===== src/rtl/rf_write_arbiter.sv =====
// rf_write_arbiter
//
// Shares the single register-file write port between two writeback requesters:
// req0 (ALU writeback) and req1 (load/memory writeback). Arbitration is round-robin
// on contention, one write is accepted per cycle through valid/ready, and the winner
// is registered into an output stage that drives the register file write inputs.
// Writes to R0 are accepted but never reach the RF; they are only counted.
//
// Ports:
//   clk                  system clock, all state updates on the rising edge
//   rst                  synchronous reset, active-high
//   req0_valid/addr/data ALU writeback request
//   req0_ready           req0 accepted this cycle (combinational)
//   req1_valid/addr/data load/memory writeback request
//   req1_ready           req1 accepted this cycle (combinational)
//   rd_en                core read enable, passed straight through to the RF
//   rf_read_or_write     to RF: [1] read enable, [0] write enable
//   rf_write_addr        to RF write address (registered)
//   rf_write_data        to RF write data (registered)
//   last_grant           requester served by the most recent accept
//   wr_count             committed non-R0 writes, wrapping
//   r0_drop_cnt          accepted R0 writes that were dropped, wrapping
module rf_write_arbiter #(
   parameter int unsigned DATA_W = 32,
   parameter int unsigned ADDR_W = 5,
   parameter int unsigned CNT_W  = 16
) (
   input  logic              clk,
   input  logic              rst,
   input  logic              req0_valid,
   input  logic [ADDR_W-1:0] req0_addr,
   input  logic [DATA_W-1:0] req0_data,
   output logic              req0_ready,
   input  logic              req1_valid,
   input  logic [ADDR_W-1:0] req1_addr,
   input  logic [DATA_W-1:0] req1_data,
   output logic              req1_ready,
   input  logic              rd_en,
   output logic [1:0]        rf_read_or_write,
   output logic [ADDR_W-1:0] rf_write_addr,
   output logic [DATA_W-1:0] rf_write_data,
   output logic              last_grant,
   output logic [CNT_W-1:0]  wr_count,
   output logic [CNT_W-1:0]  r0_drop_cnt
);

   localparam logic [CNT_W-1:0] CntOne = CNT_W'(1);

   // Grant / accept signals for the current cycle
   logic              gnt0;
   logic              gnt1;
   logic              accept;
   logic [ADDR_W-1:0] sel_addr;
   logic [DATA_W-1:0] sel_data;
   logic              accept_wr;
   logic              accept_r0;

   // Registered state
   logic              last_grant_q, last_grant_d;
   logic              we_q, we_d;
   logic [ADDR_W-1:0] addr_q, addr_d;
   logic [DATA_W-1:0] data_q, data_d;
   logic [CNT_W-1:0]  wr_count_q, wr_count_d;
   logic [CNT_W-1:0]  r0_drop_q, r0_drop_d;

   // Round-robin grant. A lone requester always wins; under contention the
   // requester that was not served last wins. Nothing is granted during reset.
   always_comb begin
      gnt0 = 1'b0;
      gnt1 = 1'b0;
      if (!rst) begin
         case ({req1_valid, req0_valid})
            2'b01:   gnt0 = 1'b1;
            2'b10:   gnt1 = 1'b1;
            2'b11: begin
               if (last_grant_q) begin
                  gnt0 = 1'b1;
               end else begin
                  gnt1 = 1'b1;
               end
            end
            default: ;
         endcase
      end
   end

   // Grants only ever go to a valid requester, so a grant is an accept.
   assign req0_ready = gnt0;
   assign req1_ready = gnt1;
   assign accept     = gnt0 | gnt1;

   always_comb begin
      sel_addr = req0_addr;
      sel_data = req0_data;
      if (gnt1) begin
         sel_addr = req1_addr;
         sel_data = req1_data;
      end
   end

   // R0 is hardwired zero in the RF: such writes are accepted but never issued.
   assign accept_wr = accept & (sel_addr != '0);
   assign accept_r0 = accept & (sel_addr == '0);

   // Next-state for the output stage, round-robin pointer and statistics
   always_comb begin
      last_grant_d = last_grant_q;
      we_d         = accept_wr;
      addr_d       = addr_q;
      data_d       = data_q;
      wr_count_d   = wr_count_q;
      r0_drop_d    = r0_drop_q;

      if (accept) begin
         last_grant_d = gnt1;
      end
      if (accept_wr) begin
         addr_d     = sel_addr;
         data_d     = sel_data;
         wr_count_d = wr_count_q + CntOne;
      end
      if (accept_r0) begin
         r0_drop_d = r0_drop_q + CntOne;
      end
   end

   always_ff @(posedge clk) begin
      if (rst) begin
         // last_grant resets to 1 so req0 wins the first contention
         last_grant_q <= 1'b1;
         we_q         <= 1'b0;
         addr_q       <= '0;
         data_q       <= '0;
         wr_count_q   <= '0;
         r0_drop_q    <= '0;
      end else begin
         last_grant_q <= last_grant_d;
         we_q         <= we_d;
         addr_q       <= addr_d;
         data_q       <= data_d;
         wr_count_q   <= wr_count_d;
         r0_drop_q    <= r0_drop_d;
      end
   end

   // Gating the write enable with rst discards a write still held in the output
   // stage when reset arrives, so it never commits at the reset edge.
   assign rf_read_or_write = {rd_en & ~rst, we_q & ~rst};
   assign rf_write_addr    = addr_q;
   assign rf_write_data    = data_q;
   assign last_grant       = last_grant_q;
   assign wr_count         = wr_count_q;
   assign r0_drop_cnt      = r0_drop_q;

endmodule


===== config.mk =====
export PLATFORM = sky130hd
export DESIGN_NAME = rf_write_arbiter
export DESIGN_NICKNAME = d
export VERILOG_FILES = /design/src/rtl/rf_write_arbiter.sv
export SDC_FILE = /design/constraint.sdc
export NUM_CORES = 1
export LEC_CHECK = 0
export ABC_AREA = 1
export CAP_MARGIN = 5
export CORE_MARGIN = 2
export CORE_UTILIZATION = 48
export CTS_CLUSTER_DIAMETER = 40
export DETAILED_ROUTE_END_ITERATION = 10
export GPL_TIMING_DRIVEN = 0
export PLACE_DENSITY = 0.88
export SYNTH_ARGS = -nofsm -noshare
export SYNTH_HDL_FRONTEND = slang
export SYNTH_SLANG_ARGS = --single-unit
export TNS_END_PERCENT = 50

===== constraint.sdc =====
create_clock -name clk -period 3.1 [get_ports clk]
set_input_delay 0.62 -clock clk [delete_from_list [all_inputs] [get_ports clk]]
set_output_delay 0.62 -clock clk [all_outputs]
set_load 0.005 [all_outputs]

==> impl_metrics.tcl, run 1 <==
set metrics [dict create \
    rrSetupSlack_ns 0.91 \
    report.final.slew_viol_count 0 \
    regToRegStartpoint "last_grant" \
    cts_tree "built" \
    grtUsageTotal_pct 26.64 \
    clock-skew-final_ns 0.01287 \
    avgSynthCellArea_um2 6.338 \
    io_pins 153 \
    drt_iter0_markers 205 \
    maxCapViolations 0 \
    gp_congestion 0.8723 \
    finalHoldViolCount 0 \
    synth_top_family_by_area "simple AND/OR/NAND/NOR gates" \
    dpl.hpwl_um 9196 \
    crit_path_end_kind "primary output" \
    viasPerCell 5.138 \
    status "finished, final reports clean" \
    worst_pin_slew_ns 0.4872 \
    die_h_um 95.86 \
    min_to "rf_write_addr[4]" \
    ys_seq_area_share_pct 35.09 \
    clockRootBuffer "clkbuf_8" \
    cts_buffer_depth 2 \
    io_buffer_count 151 \
    numCtsBuffers 9 \
    via_count 4670 \
    dieArea_um2 9188 \
    worst_ep_arrival_time_ns 2.31 \
    crit_family "buffers and inverters" \
    num_antenna_cells 0 \
    syn-num-nets 720 \
    reg2reg_depth 10 \
    slew_headroom_pct 67.52 \
    synth_compound_area_share_pct 5.190 \
    layout-drive-gt1-share_pct 6.343 \
    synthSimpleGateAreaFrac_pct 47.70 \
    place_area_um2 5693 \
    antenna_found_initial 0 \
    finalWirelength_um 11950 \
    ant_nets 0 \
    slowest_stage "clkdlybuf4s50_1" \
    nets 881 \
    synthCells 639 \
    cts.sinks 71 \
    hp-class "reg -> reg" \
    final.period_utilization_pct 94.37 \
    holdPathStages 2 \
    setup_viol_count_final 0 \
    synth-adder-area-share_pct 0.6179 \
    rsz0062_at_grt "no" \
    clk_latency_ns 0.35 \
    max_stage_delay_ns 0.56 \
    critPathRequiredTime_ns 2.48 \
    ctsHoldBuffers 0 \
    startpoint_type "input port" \
    post_cts.repair.setup_buffers 0 \
    synthMuxAreaShare_pct 0 \
    clkTransAtPathRegs_ns 0.07 \
    synth_area_um2 4050 \
    final_common_cell "nand2_1" \
    route.detailed.wl_per_inst_um 13.14 \
    fmax_mhz 341.8 \
    totalPowerFinal_w 0.002122 \
    crit_buf_inv 4 \
    synth_cell_types 30 \
    leakagePower_nw 2.424 \
    route.detailed.drc 0 \
    crit_chain "clkdlybuf4s50_1 > nand2_1 > nand3_4 > buf_6 > inv_2 > clkdlybuf4s50_1" \
    worstPathMaxFanout 16 \
    final_area_um2 5847 \
    ys_ff_latch 71 \
    cts-htree-levels 3 \
    rows 33 \
    yosysWarningCount 0 \
    layout_common_cells "nand2_1 (233), clkdlybuf4s50_1 (151), nor2_1 (96), dfxtp_1 (71), nand3_1 (50)" \
    grt_pass1_vias 4307 \
    hp-start "rf_write_addr[4]" \
    max-vdd-ir-drop_mv 0.2841 \
    grt_first_pass_wirelength_um 19350 \
    cts_resized 0 \
    timing.rr.end "wr_count[7]" \
    fill_cells 692 \
    critPathKind "in -> out" \
    die_x_um 95.86 \
    p_per_area_nw_per_um2 362.9 \
    fp.coreArea_um2 8217 \
    start_util_pct 49.29 \
    dr.pass1.iters 5 \
    yosys.area_share.xor_xnor_pct 3.676 \
    grt_max_degree 17 \
    synth_area_leader_cell "dfxtp_1" \
    critPathLaunch "req0_valid" \
    overflow 0 \
    layout_min_cycle_time_ns 2.925 \
    cp_common_cell "clkdlybuf4s50_1" \
    synth_top_cells_by_area "dfxtp_1 (35%), nand2_1 (22%), nor2_1 (8.9%)" \
    synth_top_area_share_pct 35.09 \
    syn2layout_area_growth_pct 44.36 \
]
[cell type report]
cell class / count / area [um2] / area share [%]
Buffer: 33 / 167.7 / 2.868
Sequential cell: 71 / 1421 / 24.31
Clock buffer: 14 / 152.6 / 2.611
Timing Repair Buffer: 151 / 1511 / 25.85
Tap cell: 105 / 131.4 / 2.247
Clock inverter: 1 / 5.005 / 0.08560
Inverter: 37 / 141.4 / 2.418
Multi-Input combinational cell: 497 / 2316 / 39.61
[through the flow]
step | util [%] | setup TNS [ns] | hold WS [ns] | worst slack (ns) | std cells
2_1_floorplan | - | 0 | 0.4539 | 1.069 | 639
3_3_place_gp | 69.29 | -0.09279 | 0.4563 | -0.09279 | 895
3_5_place_dp | 69.29 | -0.1113 | 0.4668 | -0.1113 | 895
4_1_cts | 71.16 | 0 | 0.4742 | 0.1815 | 909
5_1_grt | 71.16 | 0 | 0.4835 | 0.02550 | 909
6_report | 71.16 | 0 | 0.4782 | 0.1746 | 909
[cell usage after synthesis]
master	n
inv_1	33
inv_4	1
nand3b_1	38
dfxtp_1	71
nor2_4	1
xnor2_1	7
buf_4	1
nor3_1	2
nand4_1	4
nand2_1	233
nand3_1	50
nor2_1	96
nand2_2	1
o21ai_2	1
nand3_4	1
o21bai_4	1
and2_1	1
inv_2	3
nand3_2	1
o211ai_1	1
or2_2	1
buf_2	14
a21oi_1	32
o21ai_0	3
buf_1	3
ha_1	2
clkbuf_1	13
buf_6	3
xor2_1	10
nor2_2	11
[cell families after synthesis]
group                    Yosys count
buffers and inverters             71
flip-flops                        71
AND/OR/NAND/NOR                  440
AO/OA/AOI/OAI                     38
XOR/XNOR                          17
adder cells (fa/ha/maj)            2
[tightest hold or removal path: stages, from the launching register on]
cell     delay, ns
dfxtp_1       0.33
nor2_1        0.05
nor2_1        0.07
[how the worst max path moves through the flow]
stage	end	cells after the start
2_1_floorplan	rf_write_data[21]	12
3_3_place_gp	req1_ready	7
3_5_place_dp	req1_ready	7
4_1_cts	req1_ready	6
5_1_grt	req1_ready	6
6_report	req1_ready	6
[where the power goes]
part           internal, W  switching (W)
Clock             0.000309       0.000333
Sequential        0.000963      0.0000327
Combinational     0.000268       0.000217
Total              0.00154       0.000582
[metal layers]
layer | track usage, % | vias to the layer above | part of all wire (%)
met5 | 0 | - | 0
li1 | - | 2325 | -
met3 | 7.361 | 20 | 8.7
met2 | 47.03 | 195 | 50
met4 | 9.524 | 0 | 1.7
met1 | 30.74 | 2130 | 40
[state kept, by name (all words and copies together) (netlist names)]
signal and flops:
rf_write_addr 5, we_q 1, wr_count 16, rf_write_data 32, r0_drop_cnt 16, last_grant 1
No activity file was read; power rests on OpenSTA's default activity.
==> run 2: changes to the inputs <==
--- a/config.mk
+++ b/config.mk
@@ -7,10 +7,12 @@
 export LEC_CHECK = 0
 export ABC_AREA = 1
 export CAP_MARGIN = 5
-export CORE_MARGIN = 2
-export CORE_UTILIZATION = 48
+export CELL_PAD_IN_SITES_DETAIL_PLACEMENT = 0
+export CELL_PAD_IN_SITES_GLOBAL_PLACEMENT = 1
+export CORE_UTILIZATION = 32
 export CTS_CLUSTER_DIAMETER = 40
 export DETAILED_ROUTE_END_ITERATION = 10
+export GPL_ROUTABILITY_DRIVEN = 0
 export GPL_TIMING_DRIVEN = 0
 export PLACE_DENSITY = 0.88
 export SYNTH_ARGS = -nofsm -noshare
==> run 2 against run 1 <==
  * Count of clock-buffer cells in the layout shrank 1
  * Via count decreased by 3.1%
  * Die area up 43%
  * Highest routed layer unchanged
  * Final area is 3.4% higher
==> impl_metrics.tcl, run 2 (same netlist as run 1, synthesis figures left out) <==
set metrics [dict create \
    status "finished, final reports clean" \
    hold_slack_ns 0.4724 \
    fp.coreArea_um2 12160 \
    die_x_um 114.5 \
    start_util_pct 33.30 \
    crit_family "buffers and inverters" \
    worst_ep_arrival_time_ns 2.34 \
    clk_latency_ns 0.34 \
    grt_pass1_vias 4195 \
    layout_common_cells "nand2_1 (233), clkdlybuf4s50_1 (151), nor2_1 (96), dfxtp_1 (71), nand3_1 (50)" \
    post-route-util_pct 49.71 \
    grtUsageTotal_pct 19.25 \
    antenna_found_initial 0 \
    dp_slack_ns -0.1700 \
    clock-skew-final_ns 0.006549 \
    layout-drive-gt1-share_pct 6.708 \
    route.detailed.drc 0 \
    clkTransAtPathRegs_ns 0.06 \
    grt_max_degree 17 \
    viasPerCell 4.651 \
    io_buffer_count 151 \
    ctsHoldBuffers 0 \
    worstPathMaxFanout 16 \
    max-vdd-ir-drop_mv 0.2185 \
    totalPowerFinal_w 0.002457 \
    grt_first_pass_wirelength_um 19820 \
    rsz0062_at_grt "no" \
    syn2layout_area_growth_pct 49.27 \
    startpoint_type "input port" \
    dr.pass1.iters 4 \
    max_stage_delay_ns 0.56 \
    hp-class "reg -> reg" \
    setup_viol_count_final 0 \
    worst_pin_slew_ns 0.5025 \
    critPathRequiredTime_ns 2.48 \
    timing.final.ws_setup_ns 0.1358 \
    drt_iter0_markers 230 \
    report.final.slew_viol_count 0 \
    largest_reg_flops 32 \
    p_per_area_nw_per_um2 406.5 \
    maxCapViolations 0 \
    crit_chain "clkdlybuf4s50_1 > nand2_1 > nand3_4 > buf_6 > inv_2 > clkdlybuf4s50_1" \
    crit_path_end_kind "primary output" \
    slew_headroom_pct 66.50 \
    numCtsBuffers 9 \
    num_antenna_cells 0 \
    use_met2_pct 33.41 \
    post_cts.repair.setup_buffers 0 \
    dieArea_um2 13110 \
    die_h_um 114.5 \
    io_pins 153 \
    cp_common_cell "clkdlybuf4s50_1" \
    leakagePower_nw 2.479 \
    layout_min_cycle_time_ns 2.964 \
    dpl.hpwl_um 9685 \
    finalHoldViolCount 0 \
    overflow 0 \
    ant_nets 0 \
    fmax_mhz 337.4 \
    cts_buffer_depth 2 \
    critPathKind "in -> out" \
    rows 40 \
    grt.met1_usage_pct 22.09 \
    grtUsageMet3_pct 6.035 \
    cts-htree-levels 3 \
    final_common_cell "nand2_1" \
    route.detailed.wl_per_inst_um 12.71 \
    top_usage_layer "met2" \
    nets 881 \
    cts_tree "built" \
    slowest_stage "clkdlybuf4s50_1" \
    clockRootBuffer "clkbuf_16" \
    final.period_utilization_pct 95.62 \
    cts.sinks 71 \
    finalWirelength_um 12370 \
    crit_buf_inv 4 \
    via_count 4525 \
]
run 2: cell count changes in the layout (fill, tap and decap cells not counted):
cell,change
clkbuf_16,+9
clkbuf_8,-8
clkbuf_1,-2
clkinv_2,+1
clkinvlp_4,+1
run 2: final cells by class:
type,count,area [um2]
buffer,33,167.7
clock buffer,13,260.3
clock inverter,3,17.52
fill,1278,6116
inverter,37,141.4
multi-input combinational,497,2316
sequential,71,1421
tap,168,210.2
timing repair buffer,151,1511
run 2: path summary, 6_finish.rpt:
path / from / endpoint / slack, ns / cells after the start
worst min register to register: rf_write_addr[1] / rf_write_addr[1] / 0.47 / 2
worst max register to register: last_grant / wr_count[11] / 0.90 / 10
worst max-delay path: req0_valid / req1_ready / 0.14 / 6
worst min-delay path: rf_write_addr[1] / rf_write_addr[1] / 0.47 / 2
run 2: per-stage QoR:
| stage | cells | instance area, um2 | setup TNS, ns |
|---|---|---|---|
| after floorplan | 639 | 4050 | 0 |
| after global placement | 958 | 5772 | -0.1050 |
| after detailed placement | 958 | 5772 | -0.1700 |
| after CTS | 973 | 6046 | 0 |
| after global routing | 973 | 6046 | 0 |
| final | 973 | 6046 | 0 |
run 2: metal layers:
layer / part of all wire [%] / wire length [um]
met5: 0 / 0
met2: 48 / 5943
met3: 7.5 / 925
met1: 43 / 5360
met4: 1.1 / 136
run 2: worst register-to-register path, stage by stage, from the launching register on:
cell	delay [ns]
dfxtp_1	0.34
nand2_1	0.20
nand3_4	0.13
buf_6	0.17
inv_2	0.23
nor2_1	0.14
inv_2	0.13
buf_2	0.24
buf_2	0.27
nand3_1	0.12
a21oi_1	0.15
run 2: what timing repair did:
item,4_1_cts,5_1_grt
setup endpoints to repair,1,0
gates resized for setup,0,0
hold endpoints to repair,0,0
run 2: where the power goes:
group          internal [W]  leakage (nW)  switching [W]
combinational      0.000268          1.76       0.000215
sequential         0.000964         0.581      0.0000330
clock              0.000583         0.136       0.000394
==> RTL change, RTL diff (flow settings as in run 2) <==
Make the reset (`rst`) asynchronous in one clocked block. Comments in the files are not updated.
--- a/src/rtl/rf_write_arbiter.sv
+++ b/src/rtl/rf_write_arbiter.sv
@@ -126,3 +126,3 @@
 
-   always_ff @(posedge clk) begin
+   always_ff @(posedge clk or posedge rst) begin
       if (rst) begin
Check against the original RTL: differs if rst is asserted again (counterexample within 4 cycles, from zero or initial values and one cycle with rst high); with rst held inactive, the same outputs for 10 cycles.
==> RTL change against run 2 <==
Via count decreased by 6.8%; synthesized area grew 1.1%; setup slack improved by 0.24 ns; wire length shrank 5.0%; critical path depth fell by 1; power rose by 26%; sequential cell count unchanged; design area is 2.4% higher; sequential share of layout area grew 5.2 points; hold slack lost 0.045 ns; largest cell class unchanged.
==> RTL change: results (changes against run 2) <==
[drt]
wl_um=11700  ; -5.0%
drt-initial-drc-count=147  ; -36%
route.met3.wl_um=843  ; -8.9%
wl_met2_um=5440  ; -8.5%

[worst_setup_path]
r2r_slack_ns=1.08  ; +0.18 ns
cp_slowest_stage_delay_ns=0.60  ; +0.04 ns
crit_end=req0_ready
cp_max_fo=19  ; +3
crit_start=rst
cp.arrival_ns=2.11  ; -0.23 ns
r2r-end=r0_drop_cnt[1]

[logic_synthesis]
async_reset_ff_share_pct=100  ; +100 points
yosysUniqueCellTypes=25  ; -17%
seq_area_frac_synth_pct=43.4  ; +8.3 points
synth_top_cells_by_count=293 x nand2_1, 84 x nand3_1, 70 x dfrtp_1, 41 x inv_1, 27 x nor2_1
synthTopCellsByArea=dfrtp_1 43%, nand2_1 27%, nand3_1 10%
syn-num-nets=672  ; -6.7%
synthCells=591  ; -7.5%

[worst_hold_path]
hold_class=in -> async

[power_and_ir_drop]
leakage_nw=3.06  ; +23%
p_sw_share_pct=27.5  ; +1.4 points
p_clk_mw=1.09  ; +12%

[global_route]
use_met2_pct=30.7  ; -2.7 points
gr-usage-all-layers_pct=18.5  ; -0.75 points
grt_pass1_vias=4040  ; -3.7%
use_met1_pct=22.8  ; +0.68 points
grt_pass1_wl_um=19100  ; -3.8%

[finish]
nets=836  ; -5.1%
fill_cells=1249  ; -2.3%

[placement]
postPlaceCellArea_um2=5850  ; +1.3%
dp_slack_ns=-0.514  ; -0.344 ns
dp_hpwl_um=9030  ; -6.7%

[sta]
fin_skew_ns=0.00468  ; -0.00187 ns
period_needed_ns=2.73  ; -0.236 ns
worstMarginPinSlew_ns=0.492  ; -0.0109 ns

[status]
outcome=finished, final reports clean

[clock_tree]
cts_resized=5  ; +5

RTL change: cell types whose count changed after synthesis, moves of 6 or more:
cell             run 2  this run
nand3_1             50        84
nand2_1            233       293
nor2_1              96        27
nand3b_1            38         1
dfxtp_1             71         0
dfrtp_1              0        70
inv_1               33        41
clkbuf_1            13         7
nor2_2              11         1
a21oi_1             32         1
RTL change: kinds of logic (layout without fill, tap and decap cells):
kind of cell,Yosys count,after routing,synth area share [%]
adders and majority gates,2,2,0.611
AOI/OAI and AO/OA,6,6,1.07
buffers and inverters,70,239,7.82
DFF,71,71,43.4
xor gates and xnor gates,21,21,4.49
and+or+nand+nor,421,421,42.6
RTL change: cell type report:
cell class	count	area, um^2	area share (%)
clock inverter	4	70.1	1.13
timing repair inverter	1	8.76	0.142
buffer	25	151	2.45
clock buffer	12	236	3.82
timing repair buffer	153	1540	24.9
tap	168	210	3.40
multi-input combinational	450	2000	32.2
inverter	44	194	3.13
sequential	71	1780	28.7
